### src/rtl/ula_op_sequencer.sv
// Operation sequencer for the board ULA: captures operands, waits for the ULA to settle
// or runs a 4-step restoring divide, then holds result/error. Sticky errors: ULA_ERR_STICKY_EN.
module ula_op_sequencer #(
  parameter int SETTLE_CYCLES = 1
) (
  input  logic       clk,
  input  logic       rst,
  input  logic       start,
  input  logic [3:0] a_in,
  input  logic [3:0] b_in,
  input  logic [2:0] sel_in,
  input  logic [7:0] alu_result,
  input  logic       alu_sub_neg,
  output logic [3:0] op_a,
  output logic [3:0] op_b,
  output logic [2:0] op_sel,
  output logic       busy,
  output logic       done,
  output logic [7:0] result,
  output logic       err,
  output logic [1:0] err_code
);

  localparam logic [3:0] SETTLE_LD = 4'(SETTLE_CYCLES);
  localparam logic [3:0] DIV_STEPS = 4'd4;

  typedef enum logic [1:0] {
    S_IDLE = 2'd0,
    S_EXEC = 2'd1,
    S_DIV  = 2'd2,
    S_DONE = 2'd3
  } state_t;

  state_t     state_q, state_d;
  logic [3:0] op_a_q, op_a_d;
  logic [3:0] op_b_q, op_b_d;
  logic [2:0] op_sel_q, op_sel_d;
  logic [7:0] result_q, result_d;
  logic [1:0] err_code_q, err_code_d;
  logic [3:0] cnt_q, cnt_d;
  logic [4:0] rem_q, rem_d;
  logic [3:0] quo_q, quo_d;

  logic [4:0] rem_shift, rem_step;
  logic [3:0] quo_step;

  function automatic logic [1:0] merge_err(input logic [1:0] cur, input logic [1:0] nxt);
`ifdef ULA_ERR_STICKY_EN
    return (cur != 2'b00) ? cur : nxt;
`else
    return nxt;
`endif
  endfunction

  // One restoring-divide step on the current partial remainder/quotient.
  always_comb begin
    rem_shift = {rem_q[3:0], quo_q[3]};
    quo_step  = {quo_q[2:0], 1'b0};
    rem_step  = rem_shift;
    if (rem_shift >= {1'b0, op_b_q}) begin
      rem_step    = rem_shift - {1'b0, op_b_q};
      quo_step[0] = 1'b1;
    end
  end

  always_comb begin
    state_d    = state_q;
    op_a_d     = op_a_q;
    op_b_d     = op_b_q;
    op_sel_d   = op_sel_q;
    result_d   = result_q;
    err_code_d = err_code_q;
    cnt_d      = cnt_q;
    rem_d      = rem_q;
    quo_d      = quo_q;
    case (state_q)
      S_IDLE: begin
        if (start) begin
          op_a_d   = a_in;
          op_b_d   = b_in;
          op_sel_d = sel_in;
          if (sel_in == 3'b111) begin
            err_code_d = merge_err(err_code_q, 2'b10);
            result_d   = 8'h00;
            state_d    = S_DONE;
          end else if (sel_in == 3'b110 && b_in == 4'd0) begin
            err_code_d = merge_err(err_code_q, 2'b01);
            result_d   = 8'h00;
            state_d    = S_DONE;
          end else if (sel_in == 3'b110) begin
            rem_d   = 5'd0;
            quo_d   = a_in;
            cnt_d   = DIV_STEPS;
            state_d = S_DIV;
          end else begin
            cnt_d   = SETTLE_LD;
            state_d = S_EXEC;
          end
        end
      end
      S_EXEC: begin
        if (cnt_q <= 4'd1) begin
          result_d   = alu_result;
          err_code_d = merge_err(err_code_q,
                                 (op_sel_q == 3'b001 && alu_sub_neg) ? 2'b11 : 2'b00);
          state_d    = S_DONE;
        end else begin
          cnt_d = cnt_q - 4'd1;
        end
      end
      S_DIV: begin
        rem_d = rem_step;
        quo_d = quo_step;
        if (cnt_q <= 4'd1) begin
          result_d   = {rem_step[3:0], quo_step};
          err_code_d = merge_err(err_code_q, 2'b00);
          state_d    = S_DONE;
        end else begin
          cnt_d = cnt_q - 4'd1;
        end
      end
      S_DONE:  state_d = S_IDLE;
      default: state_d = S_IDLE;
    endcase
  end

  always_ff @(posedge clk or posedge rst) begin
    if (rst) begin
      state_q    <= S_IDLE;
      op_a_q     <= 4'd0;
      op_b_q     <= 4'd0;
      op_sel_q   <= 3'd0;
      result_q   <= 8'h00;
      err_code_q <= 2'b00;
      cnt_q      <= 4'd0;
      rem_q      <= 5'd0;
      quo_q      <= 4'd0;
    end else begin
      state_q    <= state_d;
      op_a_q     <= op_a_d;
      op_b_q     <= op_b_d;
      op_sel_q   <= op_sel_d;
      result_q   <= result_d;
      err_code_q <= err_code_d;
      cnt_q      <= cnt_d;
      rem_q      <= rem_d;
      quo_q      <= quo_d;
    end
  end

  assign op_a     = op_a_q;
  assign op_b     = op_b_q;
  assign op_sel   = op_sel_q;
  assign result   = result_q;
  assign err_code = err_code_q;
  assign err      = |err_code_q;
  assign busy     = (state_q == S_EXEC) || (state_q == S_DIV);
  assign done     = (state_q == S_DONE);

endmodule

### config.mk
export PLATFORM = sky130hd
export DESIGN_NAME = ula_op_sequencer
export DESIGN_NICKNAME = d
export VERILOG_FILES = /design/src/rtl/ula_op_sequencer.sv
export SDC_FILE = /design/constraint.sdc
export NUM_CORES = 1
export LEC_CHECK = 0
export ABC_AREA = 1
export BUFFER_PORTS_ARGS = -buffer_cell sky130_fd_sc_hd__buf_2
export CAP_MARGIN = 20
export CORE_UTILIZATION = 40
export CTS_CLUSTER_SIZE = 24
export DETAILED_ROUTE_END_ITERATION = 12
export PLACE_DENSITY = 0.61
export SLEW_MARGIN = 0
export SYNTH_ARGS = -nofsm -noshare
export SYNTH_HDL_FRONTEND = slang
export SYNTH_SLANG_ARGS = --single-unit
### constraint.sdc
create_clock -name clk -period 2.5 [get_ports clk]
set_clock_uncertainty 0.15 [all_clocks]
set_input_delay 0.25 -clock clk [delete_from_list [all_inputs] [get_ports clk]]
set_output_delay 0.25 -clock clk [all_outputs]
set_load 0.01 [all_outputs]
==> metrics.md, run 1 <==
| Metric | Value |
|---|---|
| Number of nets in the final layout | `336` |
| Synth area leader | `sky130_fd_sc_hd__dfrtp_1` |
| Critical Path Slowest Stage Cell | `sky130_fd_sc_hd__dfrtp_1` |
| CP max stage delay | `0.40 ns` |
| Clock tree from TritonCTS | `built` |
| H-Tree Depth | `2` |
| Worst Path Required | `2.58 ns` |
| Starting density of the core | `0.419` |
| Max-slew violation count | `0` |
| Total placed cells including tap cells | `360` |
| First-pass GRT wire length | `7650 um` |
| Post-route minimum period | `2.00 ns` |
| P_sw | `1.56 mW` |
| Internal power of the cells | `1.76 mW` |
| Final core occ | `0.499` |
| Register clock-pin slew on the reported worst setup and hold paths | `0.07 ns` |
| Total routing resource utilization after global routing | `0.192` |
| Number of cells produced by synthesis | `250` |
| Outcome | `finished clean` |
| Iteration count of the initial detailed-routing pass | `4` |
| Hold Slack | `0.0649 ns` |
| Post-layout total power | `3.32 mW` |
| PortBufs | `46` |
| GRT Residual Overflow | `0` |
| Final count of hold timing violations | `0` |
| Number of buffer and inverter instances along the worst setup path | `1` |
| Reg power frac | `0.293` |
| Total negative slack | `0 ns` |
| Critical-path cell list | `inv_1 -> ha_1 -> or2_0 -> a21oi_2 -> nand2_4 -> nor2_4 -> nand2_1 -> nand2_1` |
| Non-Filler Instances | `368` |
| Share of final-layout standard cells stronger than drive strength 1 | `0.256` |
| Maximum net fanout on the critical path | `16` |
| Initial antenna violation count | `0` |
| Max-Slew Margin vs Limit | `0.695` |
| Summed instance area of the synthesized netlist | `2010 um^2` |
| Vias after detailed routing | `1694` |
| Root buf cell | `sky130_fd_sc_hd__clkbuf_8` |
| CTS buffer count | `5` |
| Data arrival at the endpoint of the critical path | `2.08 ns` |
| Overall die height | `72.8 um` |
| Type of the worst setup path | `flip-flop to flip-flop` |
| DR iter-0 viols | `92` |
| Hold crit path type | `primary input to flip-flop` |
| Antenna viol nets, final | `0` |
| Leakage power total | `1.31 nW` |
| Post-Syn Nets | `285` |
| Clock insertion delay at the later pin of the skew report | `0.28 ns` |
| FP Rows | `25` |
| Synthesized area per cell | `8.03 um^2` |
| Max frequency | `500 MHz` |
| Number of synthesis warnings | `0` |
| CTS max path bufs | `2` |
| Sequential share of the synthesized area | `0.436` |
| Layout area overhead | `19.0%` |
| Gate family responsible for the most delay along the worst path | `simple AND/OR/NAND/NOR gates` |
| Post CTS Setup Buffer Count | `0` |
| Top-level I/O count | `47` |
| Final non-filler cell area | `2390 um^2` |
| Die outline width | `72.8 um` |
| Placeable core area | `4790 um^2` |
| Share of the synthesized area in the top cell type | `0.436` |
| Pin count of the biggest net entering global routing | `36` |
| Die Area | `5300 um^2` |
| Routability congestion estimate from global placement | `0.859` |
| Worst slack after detailed placement | `0.520 ns` |
| ANT cells | `0` |
| Clock power share | `0.125` |
| Top cell by count, worst path | `sky130_fd_sc_hd__nand2_1` |
| Vias per inst | `4.60` |
| Synth Register Bits | `35` |
| Maxcap violations | `0` |
| Max VDD drop | `0.602 mV` |
| Transition time of the tightest slew-check pin | `0.458 ns` |
| RSZ-0062 raised after global routing | `false` |
| Combinational share of power | `0.582` |
| DRC violation count after routing | `0` |
| Dpl cell area | `2290 um^2` |
| Post-synthesis cell type count | `31` |
| Via count of the first global-routing pass | `1641` |
| Worst path setup slack after routing | `0.498 ns` |
| Estimated wirelength of the detail-placed design | `3330 um` |
| Net Sw Frac | `0.470` |
| Final number of setup-violating endpoints | `0` |
| Power density over the cells | `1390 nW/um^2` |
| Sort of element at the end of the critical path | `flip-flop` |
| Most area-consuming cells after synthesis | `sky130_fd_sc_hd__dfrtp_1 44%, sky130_fd_sc_hd__nand2_1 16%, sky130_fd_sc_hd__ha_1 6.9%` |
| Routed length per instance | `12.0 um` |
| Share of the clock period used by the worst path | `0.801` |
| Final Routed Wirelength | `4420 um` |
| CP Launch Type | `flip-flop` |
| Sink Count | `35` |
cell usage after synthesis:
cell type                  number
sky130_fd_sc_hd__buf_6          1
sky130_fd_sc_hd__nand3_1       14
sky130_fd_sc_hd__nand4_1        1
sky130_fd_sc_hd__nand2_1       86
sky130_fd_sc_hd__dfrtp_1       35
sky130_fd_sc_hd__nand2_4        1
sky130_fd_sc_hd__a21oi_2        2
sky130_fd_sc_hd__fa_1           1
sky130_fd_sc_hd__clkbuf_1       2
sky130_fd_sc_hd__inv_2          2
sky130_fd_sc_hd__mux2_2         4
sky130_fd_sc_hd__or2_4          1
sky130_fd_sc_hd__nor2_1         9
sky130_fd_sc_hd__nand2_2        3
sky130_fd_sc_hd__o21a_1         1
sky130_fd_sc_hd__a21oi_1        3
sky130_fd_sc_hd__nand3b_1       1
sky130_fd_sc_hd__inv_1         30
sky130_fd_sc_hd__xnor2_1        1
sky130_fd_sc_hd__a31oi_1        4
sky130_fd_sc_hd__o21ai_1        1
sky130_fd_sc_hd__buf_12         1
sky130_fd_sc_hd__o21ai_2        5
sky130_fd_sc_hd__buf_4          1
sky130_fd_sc_hd__ha_1          11
sky130_fd_sc_hd__nor3_1         2
sky130_fd_sc_hd__or2_0          1
sky130_fd_sc_hd__o21ai_0       21
sky130_fd_sc_hd__or2_2          3
sky130_fd_sc_hd__nor2_4         1
sky130_fd_sc_hd__xor2_1         1
layout make-up:
cell class              instances  area, um^2
clock buffers                   6        82.6
repair buffers                 49         255
flip-flops and latches         35         876
multi-input cells             178         965
clock inverters                 1        5.00
well taps                      67        83.8
fillers                       477        2400
inverters                      32         120
metal layers:
metal / up-vias / wire length [um] / global-route usage / part of all wire
li1: 886 / - / - / -
met1: 762 / 2270 / 0.264 / 0.51
met2: 41 / 1900 / 0.302 / 0.43
met3: 5 / 198 / 0.0442 / 0.045
met5: - / 0 / 0 / 0
met4: 0 / 57 / 0.0588 / 0.013
cell usage in the layout, fill, tap and decap left out, types with 3 or more instances in the layout:
cell type,instances
sky130_fd_sc_hd__a21oi_1,3
sky130_fd_sc_hd__a31oi_1,4
sky130_fd_sc_hd__buf_2,46
sky130_fd_sc_hd__clkbuf_8,6
sky130_fd_sc_hd__dfrtp_1,35
sky130_fd_sc_hd__ha_1,11
sky130_fd_sc_hd__inv_1,30
sky130_fd_sc_hd__mux2_2,4
sky130_fd_sc_hd__nand2_1,86
sky130_fd_sc_hd__nand2_2,3
sky130_fd_sc_hd__nand3_1,14
sky130_fd_sc_hd__nor2_1,9
sky130_fd_sc_hd__o21ai_0,21
sky130_fd_sc_hd__o21ai_2,5
sky130_fd_sc_hd__or2_2,3
state kept, by name, summed over array words and instances, names as in the netlist:
signal	cells
cnt_q	4
err_code	2
op_a	4
op_b	4
op_sel	3
quo_q	4
rem_q	4
result	8
state_q	2
logic make-up (layout without fill, tap and decap cells):
group / count (synthesis) / in the layout / synth area share
multiplexers: 4 / 4 / 0.0224
AO/OA/AOI/OAI: 37 / 37 / 0.109
buffers and inverters: 37 / 88 / 0.0829
XOR/XNOR: 2 / 2 / 0.00873
flip-flops: 35 / 35 / 0.436
AND/OR/NAND/NOR: 123 / 123 / 0.262
adder cells (fa/ha/maj): 12 / 12 / 0.0786
final timing paths:
kind                                              from               endpoint  slack (ns)  cells past startpoint
worst max register to register  state_q[0]$_DFFE_PP0P_  result[0]$_DFFE_PP0P_        0.50                      8
worst min register to register   result[7]$_DFFE_PP0P_  result[7]$_DFFE_PP0P_        0.33                      2
worst max-delay path            state_q[0]$_DFFE_PP0P_  result[0]$_DFFE_PP0P_        0.50                      8
max in group asynchronous                          rst   quo_q[2]$_DFFE_PP0P_        1.42                      4
min in group asynchronous                          rst  result[7]$_DFFE_PP0P_        0.45                      4
worst min-delay path                           a_in[1]    op_a[1]$_DFFE_PP0P_        0.06                      2
worst reg2reg max path, cell delays in order (launching register included):
cell and delay [ns]:
sky130_fd_sc_hd__dfrtp_1 0.40, sky130_fd_sc_hd__inv_1 0.10, sky130_fd_sc_hd__ha_1 0.36, sky130_fd_sc_hd__or2_0 0.30, sky130_fd_sc_hd__a21oi_2 0.19, sky130_fd_sc_hd__nand2_4 0.16
sky130_fd_sc_hd__nor2_4 0.16, sky130_fd_sc_hd__nand2_1 0.07, sky130_fd_sc_hd__nand2_1 0.07
what timing repair did:
action                                 CTS  global route
endpoints found under the hold margin   35             0
gates resized for setup                  0             0
hold buffers                             1             0
power groups by stage:
stage	registers [mW]	clock network (mW)	logic (mW)
after floorplan	1.01	0	1.50
after global routing	1.01	0.450	2.24
after CTS	0.972	0.426	1.95
after detailed placement	0.978	0	1.94
final	0.972	0.416	1.93
after global placement	0.980	0	1.91
(Power assumes the default switching activity.)
==> run 2, diff against run 1 <==
--- a/config.mk
+++ b/config.mk
@@ -11,7 +11,7 @@
 export CORE_UTILIZATION = 40
 export CTS_CLUSTER_SIZE = 24
 export DETAILED_ROUTE_END_ITERATION = 12
-export PLACE_DENSITY = 0.61
+export PLACE_DENSITY = 0.64
 export SLEW_MARGIN = 0
 export SYNTH_ARGS = -nofsm -noshare
 export SYNTH_HDL_FRONTEND = slang
==> constraint.sdc (replaced) <==
create_clock -name clk -period 1.6 [get_ports clk]
set_clock_uncertainty 0.15 [all_clocks]
set_input_delay 0.16 -clock clk [delete_from_list [all_inputs] [get_ports clk]]
set_output_delay 0.16 -clock clk [all_outputs]
set_load 0.01 [all_outputs]
==> run 2 against run 1 <==
Compared with the run above: utilization increased by 14 points; setup slack worse by 0.63 ns; combinational power rose to 2.6 times the previous value; first-iteration DRC count down 6.5%; sequential share of layout area shrank 7.9 points; critical path depth down 4; global-route usage rose by 1.0 points; the run now ends with hold timing, setup timing left; worst hold slack lost 0.074 ns.
==> metrics.md, run 2 (synthesis gave the netlist of run 1 again) <==
| Metric | Value |
|---|---|
| Total placed cells including tap cells | `385` |
| Non-Filler Instances | `410` |
| Sort of element at the end of the critical path | `output port` |
| FP Rows | `25` |
| Outcome | `finished, violations left` |
| Register clock-pin slew on the reported worst setup and hold paths | `0.07 ns` |
| CP Launch Type | `flip-flop` |
| Routed length per instance | `12.6 um` |
| Clock tree from TritonCTS | `built` |
| Critical-path cell list | `inv_2 -> buf_4 -> ha_4 -> buf_6` |
| Sum of met2 wire segment lengths after detailed routing | `2480 um` |
| Logic depth of the worst register-to-register path | `8` |
| Share of final-layout standard cells stronger than drive strength 1 | `0.461` |
| Beginning of the worst hold path | `b_in[2]` |
| Hold crit path type | `primary input to flip-flop` |
| Post-layout total power | `7.28 mW` |
| Dpl cell area | `2520 um^2` |
| Max VDD drop | `1.24 mV` |
| Power density over the cells | `2390 nW/um^2` |
| Final count of hold timing violations | `2` |
| Share of the clock period used by the worst path | `1.08` |
| Vias after detailed routing | `1920` |
| Root buf cell | `sky130_fd_sc_hd__clkbuf_8` |
| Starting density of the core | `0.419` |
| H-Tree Depth | `2` |
| Worst path depth | `4` |
| Type of the worst setup path | `flip-flop to output port` |
| Topmost layer with routed signal wires | `met4` |
| WHS Path Cells | `3` |
| Final Routed Wirelength | `5170 um` |
| Overall die height | `72.8 um` |
| M1 wire length | `2400 um` |
| Gate family responsible for the most delay along the worst path | `flip-flops` |
| Maxcap violations | `0` |
| Met3 Routed Length | `192 um` |
| Via count of the first global-routing pass | `1761` |
| Number of fillers in the final layout | `405` |
| Worst flop-to-flop path startpoint | `state_q[1]$_DFFE_PP0P_` |
| Final number of setup-violating endpoints | `24` |
| Sink Count | `35` |
| Leakage power total | `1.56 nW` |
| Clock insertion delay at the later pin of the skew report | `0.28 ns` |
| Top-level I/O count | `47` |
| DRC violation count after routing | `0` |
| Worst Path Required | `1.29 ns` |
| Routability congestion estimate from global placement | `0.880` |
| Die outline width | `72.8 um` |
| First-pass GRT wire length | `8100 um` |
| RSZ-0062 raised after global routing | `true` |
| Antenna viol nets, final | `0` |
| Number of flip-flops under the largest register name | `8` |
| Max-slew violation count | `0` |
| Transition time of the tightest slew-check pin | `0.464 ns` |
| Placeable core area | `4790 um^2` |
| Post-route minimum period | `1.73 ns` |
| Die Area | `5300 um^2` |
| Most common cell after layout, fill and taps aside | `sky130_fd_sc_hd__nand2_1` |
| Worst path setup slack after routing | `-0.128 ns` |
| GRT Residual Overflow | `0` |
| Final non-filler cell area | `3050 um^2` |
| Number of buffer and inverter instances along the worst setup path | `3` |
| Max-Slew Margin vs Limit | `0.690` |
| Final core occ | `0.637` |
| Pin count of the biggest net entering global routing | `36` |
| Layout area overhead | `51.8%` |
| Violated checks | `hold timing, setup timing` |
| Vias per inst | `4.68` |
| Estimated wirelength of the detail-placed design | `3460 um` |
| CP max stage delay | `0.41 ns` |
| Number of nets in the final layout | `377` |
| Hold Slack | `-0.00943 ns` |
| First element of the critical path | `state_q[1]$_DFFE_PP0P_` |
| CTS max path bufs | `2` |
| Iteration count of the initial detailed-routing pass | `4` |
| Maximum net fanout on the critical path | `8` |
| Critical Path Slowest Stage Cell | `sky130_fd_sc_hd__dfrtp_1` |
| Top library cells by usage in the layout, fill and taps aside | `74 x sky130_fd_sc_hd__nand2_1, 45 x sky130_fd_sc_hd__buf_2, 34 x sky130_fd_sc_hd__dfrtp_1, 28 x sky130_fd_sc_hd__buf_4, 22 x sky130_fd_sc_hd__inv_1` |
| Data arrival at the endpoint of the critical path | `1.42 ns` |
| CTS buffer count | `5` |
| ANT cells | `0` |
| DR iter-0 viols | `86` |
| Total routing resource utilization after global routing | `0.202` |
| Initial antenna violation count | `0` |
| Max frequency | `579 MHz` |
| PortBufs | `46` |
-- run 2: cell count changes in the layout (fill, tap and decap cells not counted), moves of 8 or more --
cell	delta
sky130_fd_sc_hd__nand2_1	-12
sky130_fd_sc_hd__buf_4	+26
sky130_fd_sc_hd__inv_1	-8
sky130_fd_sc_hd__buf_6	+8
sky130_fd_sc_hd__o21ai_0	-11
-- run 2: report_power, final --
part / total, mW / switching [mW] / internal, mW / leakage, nW
logic: 5.03 / 2.74 / 2.29 / 1.07
clock network: 0.708 / 0.315 / 0.393 / 0.0515
registers: 1.54 / 0.276 / 1.27 / 0.439
total: 7.28 / 3.33 / 3.94 / 1.56
-- run 2: cell type report --
cell class	instances	area, um^2	area share
tap	67	83.8	0.0275
sequential	35	877	0.288
multi-input combinational	179	1240	0.408
inverter	32	128	0.0419
clock buffer	8	100	0.0329
timing repair buffer	89	616	0.202
-- run 2: layer usage --
metal / up-vias / track usage
met4: 0 / 0.0588
met1: 880 / 0.277
met3: 10 / 0.0456
met5: - / 0
met2: 50 / 0.322
li1: 980 / -
-- run 2: worst paths after layout --
check	end	slack, ns
setup / recovery	busy	-0.13
setup reg to reg	result[7]$_DFFE_PP0P_	-0.12
min in group asynchronous	cnt_q[1]$_DFFE_PP0P_	0.37
hold / removal	op_b[2]$_DFFE_PP0P_	-0.009
max in group asynchronous	rem_q[0]$_DFFE_PP0P_	0.58
hold reg to reg	result[6]$_DFFE_PP0P_	0.33
-- run 2: stage by stage --
step                      setup TNS, ns  worst slack [ns]
after global placement           -0.852           -0.0988
after CTS                         -1.56            -0.136
after global routing              -3.54            -0.198
final                             -1.74            -0.128
after detailed placement          -1.68            -0.128
after floorplan                  -0.767           -0.0869
-- run 2: repair_timing --
action	CTS	global route
setup endpoints to repair	23	25
setup buffers	4	5
pin swaps	16	20
gates cloned	1	0
gates resized for setup	27	41
hold buffers	7	0
endpoints found under the hold margin	43	0
-- run 2: worst register-to-register path, stage by stage (launching register included) --
cell	delay (ns)
sky130_fd_sc_hd__dfrtp_1	0.41
sky130_fd_sc_hd__inv_2	0.08
sky130_fd_sc_hd__ha_2	0.18
sky130_fd_sc_hd__or2_4	0.26
sky130_fd_sc_hd__a21oi_4	0.16
sky130_fd_sc_hd__buf_4	0.17
sky130_fd_sc_hd__nand2_8	0.08
sky130_fd_sc_hd__nand2_1	0.08
sky130_fd_sc_hd__nand2_1	0.05
==> run 3, diff against run 2 <==
--- a/config.mk
+++ b/config.mk
@@ -5,13 +5,14 @@
 export SDC_FILE = /design/constraint.sdc
 export NUM_CORES = 1
 export LEC_CHECK = 0
-export ABC_AREA = 1
 export BUFFER_PORTS_ARGS = -buffer_cell sky130_fd_sc_hd__buf_2
 export CAP_MARGIN = 20
-export CORE_UTILIZATION = 40
+export CELL_PAD_IN_SITES_DETAIL_PLACEMENT = 1
+export CELL_PAD_IN_SITES_GLOBAL_PLACEMENT = 2
+export CORE_UTILIZATION = 30
 export CTS_CLUSTER_SIZE = 24
 export DETAILED_ROUTE_END_ITERATION = 12
-export PLACE_DENSITY = 0.64
+export PLACE_DENSITY = 0.75
 export SLEW_MARGIN = 0
 export SYNTH_ARGS = -nofsm -noshare
 export SYNTH_HDL_FRONTEND = slang
==> run 3 against run 2 <==
Compared with the run above: maximum frequency is 14% lower; clock power rose by 17%; combinational power increased by 37%; the flow finishes with violations (setup timing); flip-flop and latch count unchanged; setup slack worse by 0.27 ns.
==> metrics.md, run 3 <==
| Metric | Value |
|---|---|
| Die outline width | `83.8 um` |
| Maximum net fanout on the critical path | `7` |
| Placeable core area | `6390 um^2` |
| Final non-filler cell area | `3520 um^2` |
| Total negative slack | `-9.11 ns` |
| Clock power share | `0.088` |
| GRT Residual Overflow | `0` |
| Internal power of the cells | `5.57 mW` |
| Share of the synthesized area in the top cell type | `0.437` |
| Top library cells by usage in the layout, fill and taps aside | `45 x sky130_fd_sc_hd__buf_2, 41 x sky130_fd_sc_hd__buf_4, 33 x sky130_fd_sc_hd__dfrtp_1, 18 x sky130_fd_sc_hd__buf_6, 15 x sky130_fd_sc_hd__mux2_4` |
| Critical Path Slowest Stage Cell | `sky130_fd_sc_hd__dfrtp_1` |
| Most frequent cell after synthesis | `sky130_fd_sc_hd__dfrtp_1` |
| Max-slew violation count | `0` |
| Type of the worst setup path | `flip-flop to flip-flop` |
| Most area-consuming cells after synthesis | `sky130_fd_sc_hd__dfrtp_1 44%, sky130_fd_sc_hd__mux2_2 8.4%, sky130_fd_sc_hd__ha_1 6.9%` |
| P_sw | `3.86 mW` |
| Antenna viol nets, final | `0` |
| DRC violation count after routing | `0` |
| Estimated wirelength of the detail-placed design | `4450 um` |
| Clock insertion delay at the later pin of the skew report | `0.29 ns` |
| Iteration count of the initial detailed-routing pass | `4` |
| Transition time of the tightest slew-check pin | `0.571 ns` |
| Max VDD drop | `1.17 mV` |
| Vias after detailed routing | `1941` |
| Flop2flop setup slack | `-0.40 ns` |
| Synth top cells by count | `35 x sky130_fd_sc_hd__dfrtp_1, 17 x sky130_fd_sc_hd__inv_1, 17 x sky130_fd_sc_hd__nand2_1, 16 x sky130_fd_sc_hd__nor2_1, 15 x sky130_fd_sc_hd__mux2_2` |
| Top_reg_cell synth | `sky130_fd_sc_hd__dfrtp_1` |
| Worst Path Required | `1.63 ns` |
| Root buf cell | `sky130_fd_sc_hd__clkbuf_8` |
| Post-synthesis cell type count | `40` |
| Die Area | `7020 um^2` |
| Number of nets in the final layout | `350` |
| Layout area overhead | `75.4%` |
| RSZ-0062 raised after global routing | `true` |
| Max frequency | `500 MHz` |
| Starting density of the core | `0.314` |
| Combinational share of power | `0.728` |
| Routed length per instance | `17.7 um` |
| Share of final-layout standard cells stronger than drive strength 1 | `0.611` |
| CTS max path bufs | `2` |
| Final count of hold timing violations | `0` |
| Power density over the cells | `2680 nW/um^2` |
| Leakage power total | `1.61 nW` |
| Maxcap violations | `0` |
| Initial antenna violation count | `0` |
| Via count of the first global-routing pass | `2152` |
| ANT cells | `0` |
| Critical-path cell list | `inv_2 -> buf_12 -> ha_4 -> mux2i_4 -> a31oi_4 -> o31ai_4 -> o21a_1 -> o32a_1` |
| Hold crit path type | `primary input to flip-flop` |
| DR iter-0 viols | `67` |
| Worst path setup slack after routing | `-0.401 ns` |
| Synth area leader | `sky130_fd_sc_hd__dfrtp_1` |
| Outcome | `finished, violations left` |
| Number of cells produced by synthesis | `198` |
| Max-Slew Margin vs Limit | `0.618` |
| Area taken by multi-input logic gates | `1470 um^2` |
| Vias per inst | `4.94` |
| Overall die height | `83.8 um` |
| H-Tree Depth | `2` |
| Number of fillers in the final layout | `693` |
| Clock tree from TritonCTS | `built` |
| Summed instance area of the synthesized netlist | `2010 um^2` |
| PortBufs | `46` |
| Dpl cell area | `2820 um^2` |
| FP Rows | `29` |
| Synthesized area per cell | `10.1 um^2` |
| Sequential share of the synthesized area | `0.437` |
| Violated checks | `setup timing` |
| Post-route minimum period | `2.00 ns` |
| Top-level I/O count | `47` |
| Synth Register Bits | `35` |
| Synth async-reset ratio | `1.00` |
| Net Sw Frac | `0.409` |
| CP max stage delay | `0.44 ns` |
| CP Launch Type | `flip-flop` |
| Routability congestion estimate from global placement | `0.848` |
| Final number of setup-violating endpoints | `37` |
| Number of flip-flops under the largest register name | `8` |
| Final core occ | `0.551` |
| Number of synthesis warnings | `0` |
| CTS buffer count | `5` |
| Reg power frac | `0.184` |
| Total routing resource utilization after global routing | `0.201` |
| Share of the clock period used by the worst path | `1.25` |
| Most common cell after layout, fill and taps aside | `sky130_fd_sc_hd__buf_2` |
| First-pass GRT wire length | `11100 um` |
| EDFF count, synth | `0` |
| Final Routed Wirelength | `6940 um` |
| Register clock-pin slew on the reported worst setup and hold paths | `0.08 ns` |
| Worst slack after detailed placement | `-0.377 ns` |
| Sequential cell area | `878 um^2` |
| Sink Count | `35` |
| Post-Syn Nets | `233` |
| Pin count of the biggest net entering global routing | `36` |
| Sort of element at the end of the critical path | `flip-flop` |
| Data arrival at the endpoint of the critical path | `2.03 ns` |
-- run 3: changes by cell type in the layout (fill, tap and decap cells not counted), moves of 6 or more --
| cell | before | now |
|---|---|---|
| sky130_fd_sc_hd__buf_6 | 8 | 18 |
| sky130_fd_sc_hd__nand2_1 | 74 | 11 |
| sky130_fd_sc_hd__mux2_4 | 0 | 15 |
| sky130_fd_sc_hd__o21ai_2 | 7 | 0 |
| sky130_fd_sc_hd__o21ai_0 | 10 | 1 |
| sky130_fd_sc_hd__mux2i_1 | 0 | 11 |
| sky130_fd_sc_hd__inv_1 | 22 | 12 |
| sky130_fd_sc_hd__buf_4 | 28 | 41 |
| sky130_fd_sc_hd__nand2_4 | 7 | 1 |
-- run 3: through the flow --
stage | total power [mW] | hold slack (ns) | cells
after floorplan | 4.60 | 0.160 | 198
after global placement | 6.50 | 0.140 | 363
after detailed placement | 6.68 | 0.152 | 363
after CTS | 8.45 | 0.00456 | 388
after global routing | 10.0 | 0.0187 | 393
final | 9.43 | 0.0156 | 393
-- run 3: critical path: cells and delay by family, from the launching register on --
family,cells,cell delay [ns]
compound gates,4,0.65
flops,1,0.44
fa+ha+maj,1,0.32
buf+inv,2,0.24
mux,1,0.09
-- run 3: what timing repair did --
action,CTS,global route
gates cloned,1,1
gates resized for setup,55,43
pin swaps,13,11
setup buffers,9,4
hold buffers,10,0
endpoints found under the hold margin,44,0
endpoints found under the setup margin,37,37
-- run 3: logic make-up after synthesis --
| logic type | Yosys count | share of synthesized area |
|---|---|---|
| compound gates | 42 | 0.146 |
| xor+xnor | 1 | 0.00437 |
| fa+ha+maj | 12 | 0.0786 |
| buf+inv | 25 | 0.0505 |
| flops | 35 | 0.437 |
| mux | 28 | 0.149 |
| simple gates | 55 | 0.135 |
-- run 3: path summary, 6_finish.rpt --
kind,startpoint,endpoint,cells past startpoint
min in group asynchronous,rst,result[3]$_DFFE_PP0P_,4
hold / removal,alu_result[0],result[0]$_DFFE_PP0P_,3
setup / recovery,state_q[1]$_DFFE_PP0P_,cnt_q[3]$_DFFE_PP0P_,8
hold reg to reg,op_a[2]$_DFFE_PP0P_,op_a[2]$_DFFE_PP0P_,1
max in group asynchronous,rst,state_q[0]$_DFFE_PP0P_,4
setup reg to reg,state_q[1]$_DFFE_PP0P_,cnt_q[3]$_DFFE_PP0P_,8
-- run 3: layout make-up --
class | count | area share
multi-input cells | 139 | 0.418
well taps | 77 | 0.0274
inverters | 17 | 0.0196
clock buffers | 5 | 0.0196
clock inverters | 3 | 0.0125
flip-flops and latches | 35 | 0.250
repair buffers | 117 | 0.253
-- run 3: power groups by stage --
stage / logic [mW] / clock network (mW) / registers (mW)
finish: 6.87 / 0.829 / 1.73
global route: 7.37 / 0.878 / 1.79
CTS: 5.92 / 0.857 / 1.68
detailed placement: 5.00 / 0 / 1.68
global placement: 4.85 / 0 / 1.65
floorplan: 2.84 / 0 / 1.75
-- run 3: layer usage --
layer	track usage	part of all wire	vias up	routed length (um)
met5	0	0	-	0
met4	0.0478	0.0091	0	63
met3	0.0326	0.022	4	154
met2	0.349	0.51	33	3550
met1	0.262	0.46	971	3170
li1	-	-	933	-
